--- src/rtl/button_conditioner.sv ---
// Synchronize, debounce and edge-detect the four active-low player buttons.
// Optional hold-to-repeat move pulses are built when BTN_AUTOREPEAT_EN is defined.
//
// Ports:
//   clk           - system clock, all state on the rising edge
//   reset         - synchronous, active-low
//   btn_n[3:0]    - raw asynchronous buttons, 0 = pressed
//                   (0 p1l/p1u, 1 p1r/p1d, 2 p2l/p2u, 3 p2r/p2d)
//   btn_level_n   - debounced stable level, 0 = pressed
//   press_pulse   - one cycle on stable released->pressed
//   release_pulse - one cycle on stable pressed->released
//   move_pulse    - one cycle on press and, with BTN_AUTOREPEAT_EN, on each repeat
module button_conditioner #(
    parameter int unsigned DEBOUNCE_CYCLES = 500000,
    parameter int unsigned REPEAT_DELAY    = 15000000,
    parameter int unsigned REPEAT_PERIOD   = 2500000
) (
    input  logic       clk,
    input  logic       reset,
    input  logic [3:0] btn_n,
    output logic [3:0] btn_level_n,
    output logic [3:0] press_pulse,
    output logic [3:0] release_pulse,
    output logic [3:0] move_pulse
);

    localparam int DW = $clog2(DEBOUNCE_CYCLES + 1);

    logic [3:0]    s1;
    logic [3:0]    s2;
    logic [3:0]    stable;
    logic [DW-1:0] cnt [4];
    logic [3:0]    flip;
    logic [3:0]    fire;

    // flip: the synchronized input has disagreed long enough; stable
    // takes the value of s2 at this edge.
    always_comb begin
        flip = '0;
        for (int i = 0; i < 4; i++) begin
            flip[i] = (s2[i] != stable[i]) &&
                      (cnt[i] == DW'(DEBOUNCE_CYCLES - 1));
        end
    end

    always_ff @(posedge clk) begin
        if (!reset) begin
            s1            <= '1;
            s2            <= '1;
            stable        <= '1;
            press_pulse   <= '0;
            release_pulse <= '0;
            move_pulse    <= '0;
            for (int i = 0; i < 4; i++) begin
                cnt[i] <= '0;
            end
        end else begin
            s1 <= btn_n;
            s2 <= s1;
            for (int i = 0; i < 4; i++) begin
                if (s2[i] == stable[i]) begin
                    cnt[i] <= '0;
                end else if (flip[i]) begin
                    stable[i] <= s2[i];
                    cnt[i]    <= '0;
                end else begin
                    cnt[i] <= cnt[i] + 1'b1;
                end
            end
            press_pulse   <= flip & ~s2;
            release_pulse <= flip & s2;
            move_pulse    <= (flip & ~s2) | fire;
        end
    end

    assign btn_level_n = stable;

`ifdef BTN_AUTOREPEAT_EN
    localparam int unsigned RMAX = (REPEAT_DELAY > REPEAT_PERIOD) ?
                                   REPEAT_DELAY : REPEAT_PERIOD;
    localparam int RW = $clog2(RMAX + 1);

    logic [RW-1:0] rcnt [4];

    // A release landing on the expiry edge suppresses the repeat.
    always_comb begin
        fire = '0;
        for (int i = 0; i < 4; i++) begin
            fire[i] = !stable[i] && (rcnt[i] == RW'(1)) &&
                      !(flip[i] && s2[i]);
        end
    end

    always_ff @(posedge clk) begin
        if (!reset) begin
            for (int i = 0; i < 4; i++) begin
                rcnt[i] <= '0;
            end
        end else begin
            for (int i = 0; i < 4; i++) begin
                if (flip[i] && !s2[i]) begin
                    rcnt[i] <= RW'(REPEAT_DELAY);
                end else if (stable[i] || flip[i]) begin
                    rcnt[i] <= '0;
                end else if (fire[i]) begin
                    rcnt[i] <= RW'(REPEAT_PERIOD);
                end else begin
                    rcnt[i] <= rcnt[i] - 1'b1;
                end
            end
        end
    end
`else
    assign fire = '0;
`endif

endmodule
--- config.mk ---
export PLATFORM = sky130hd
export DESIGN_NAME = button_conditioner
export DESIGN_NICKNAME = d
export VERILOG_FILES = /design/src/rtl/button_conditioner.sv
export SDC_FILE = /design/constraint.sdc
export NUM_CORES = 1
export LEC_CHECK = 0
export CELL_PAD_IN_SITES_DETAIL_PLACEMENT = 1
export CELL_PAD_IN_SITES_GLOBAL_PLACEMENT = 2
export CORE_MARGIN = 2
export CORE_UTILIZATION = 43
export CTS_BUF_LIST = sky130_fd_sc_hd__clkbuf_16
export DETAILED_ROUTE_END_ITERATION = 8
export HOLD_SLACK_MARGIN = 0.05
export PLACE_DENSITY = 0.93
export SYNTH_ARGS = -nofsm -noshare
export SYNTH_HDL_FRONTEND = slang
export SYNTH_SLANG_ARGS = --single-unit
--- constraint.sdc ---
create_clock -name clk -period 5.35 [get_ports clk]
set_input_delay 0.8025 -clock clk [delete_from_list [all_inputs] [get_ports clk]]
set_output_delay 0.8025 -clock clk [all_outputs]
set_load 0.05 [all_outputs]
==> flow_metrics.tcl <==
set metrics [dict create \
    outcome "completed" \
    synth-compound-area-share_pct 5.10 \
    async_flop_share_pct 0 \
    ys_seq_elements 96 \
    place.gp.congestion 0.814 \
    die_w_um 111 \
    cts_hold_buf 0 \
    period_minus_slack_ns 2.78 \
    critPathLaunch "reset" \
    startpoint_type "input port" \
    timing.rr.start "cnt[0][0]" \
    r2r_end "cnt[0][12]" \
    root_buffer "clkbuf_16" \
    synth_top_family_by_area "simple AND/OR/NAND/NOR gates" \
    dr.pass1.iters 4 \
    postRouteAntennaNets 0 \
    ir_worst_vdd_mv 0.137 \
    netlist_area_um2 4910 \
    dr_total_vias 3688 \
    clk_latency_ns 0.34 \
    cts-buffers-inserted 9 \
    combPwrFrac_pct 4.0 \
    antenna_found_initial 0 \
    p_per_area_nw_per_um2 268 \
    wl_per_cell_um 14.7 \
    drc 0 \
    start_util_pct 43.6 \
    hold_path_depth 1 \
    hold_viol_final 0 \
    post_cts_resized 0 \
    finalClockSkew_ns 0.00523 \
    drv_cap 0 \
    worstSetupEndpoint "cnt[0][17]" \
    worstPathMaxFanout 24 \
    ios 22 \
    htree_levels 3 \
    ys.flop_type "edfxtp_1" \
    routed_wl_mm 10.5 \
    cp.required_ns 5.52 \
    setup_viol 0 \
    die_h_um 111 \
    antennaDiodeCount 0 \
    cts_tree "built" \
    synthAdderAreaFrac_pct 1.02 \
    grt_max_degree 25 \
    ys_seq_area_share_pct 54.6 \
    post_synth.cell_area_avg_um2 10.4 \
    fp-row-count 39 \
    worst_pin_slew_ns 1.21 \
    reg2reg_depth 4 \
    postCtsSetupRepairBufs 0 \
    crit_arrival_ns 2.95 \
    muxShareOfSynthArea_pct 0 \
    synth-simple-area-share_pct 26.8 \
    seq_power_share_pct 56.0 \
    netlist_instances 473 \
    final_area_um2 5790 \
    p_clk_share_pct 40.0 \
    end_kind "flop" \
    worstHoldPathType "reg2reg" \
    p_int_mw 1.21 \
    min_period_over_period_pct 51.9 \
    grt.overflow.total 0 \
    hpwl_mm 7.60 \
    io_buffer_count 21 \
    slew_headroom_pct 18.9 \
    fp.coreArea_um2 11300 \
    area_growth_pct 17.8 \
    drive_above_1_share_pct 3.68 \
    synth-edff-count 76 \
    report.final.slew_viol_count 0 \
    grt_pass1_vias 3830 \
    via_per_inst 5.17 \
    cts.sinks 96 \
    p_leak_nw 1.96 \
    path_class "in2reg" \
    cts_max_path_buffers 2 \
    final_cell_mix "edfxtp_1 (76), conb_1 (76), nor2_1 (74), xnor2_1 (33), nand2_1 (28)" \
    fin_tns_setup_ns 0 \
    max_freq_ghz 0.360 \
    placed_area_um2 5510 \
    rrSetupSlack_ns 2.86 \
    p_switching_mw 0.336 \
    netlist-cell-type-count 41 \
    die_area_um2 12300 \
    synth_warnings 0 \
    clk_pin_slew_ns 0.06 \
    synth_xor_area_share_pct 9.63 \
    switching_share_pct 21.7 \
    track_usage_pct 18.3 \
    nets 575 \
    rsz0062_at_grt "no" \
    grt_pass1_wl_mm 18.3 \
    drt-initial-drc-count 142 \
]
power groups by stage:
stage / clock, mW / combinational, mW / sequential, mW
final: 0.619 / 0.0627 / 0.866
after global routing: 0.669 / 0.0728 / 0.871
after CTS: 0.635 / 0.0613 / 0.866
after detailed placement: 0 / 0.0603 / 0.882
after global placement: 0 / 0.0579 / 0.880
after floorplan: 0 / 0.0503 / 0.870
per-stage QoR:
stage / utilization (%) / setup WS, ns / instances / hold WS (ns) / total power [mW]
3_3_place_gp: 48.9 / 2.34 / 697 / 0.394 / 0.938
6_report: 51.3 / 2.57 / 713 / 0.411 / 1.55
5_1_grt: 51.3 / 2.29 / 713 / 0.433 / 1.61
3_5_place_dp: 48.9 / 2.22 / 697 / 0.398 / 0.942
2_1_floorplan: - / 3.32 / 548 / 0.386 / 0.920
4_1_cts: 51.3 / 2.59 / 713 / 0.413 / 1.56
kinds of logic after synthesis:
| logic type | Yosys count |
|---|---|
| simple gates | 247 |
| flops | 96 |
| xor+xnor | 54 |
| compound gates | 40 |
| buf+inv | 31 |
| fa+ha+maj | 4 |
| other cells | 1 |
worst min-delay path by stage:
stage                        to  slack (ns)  start
after floorplan           s2[0]        0.39  s1[0]
after global placement    s2[0]        0.39  s1[0]
after detailed placement  s2[1]        0.40  s1[1]
after CTS                 s2[0]        0.41  s1[0]
after global routing      s2[3]        0.43  s1[3]
final                     s2[3]        0.41  s1[3]
cell usage after synthesis (8+ instances only):
cell	n	share of area [%]
edfxtp_1	76	46
nor2_1	74	5.7
xnor2_1	33	5.9
nand2_1	28	2.1
nand3_1	27	2.8
nand4_1	24	3.1
xor2_1	21	3.7
dfxtp_1	20	8.2
inv_1	16	1.2
a21oi_1	14	1.4
nor3_1	14	1.4
nor4_1	14	1.8
o21ai_0	13	1.3
and3_1	12	1.5
clkbuf_1	9	0.69
nand2b_1	8	1.0
state kept, by name (all words and copies together) (netlist names):
register,cells
cnt,76
release_pulse,4
move_pulse,4
btn_level_n,4
s2,4
s1,4
routing by layer:
layer	routed length (um)	GRT usage, %	share of wire (%)
met2	5360	31.6	51
met5	0	0	0
met1	4730	23.2	45
met3	257	3.50	2.4
met4	141	5.75	1.3
worst max-delay path, cell delays in order:
cell	delay [ns]
clkdlybuf4s50_1	0.99
o21ai_0	0.31
o21bai_1	0.55
a21oi_1	0.28
layout make-up:
class	count	area (um2)
clock buffers	9	225
clock inverters	7	53.8
fillers	1293	5490
inverters	16	60.1
multi-input cells	421	2370
flip-flops and latches	96	2680
well taps	143	179
repair buffers	21	210
No activity file was read; power rests on OpenSTA's default activity.
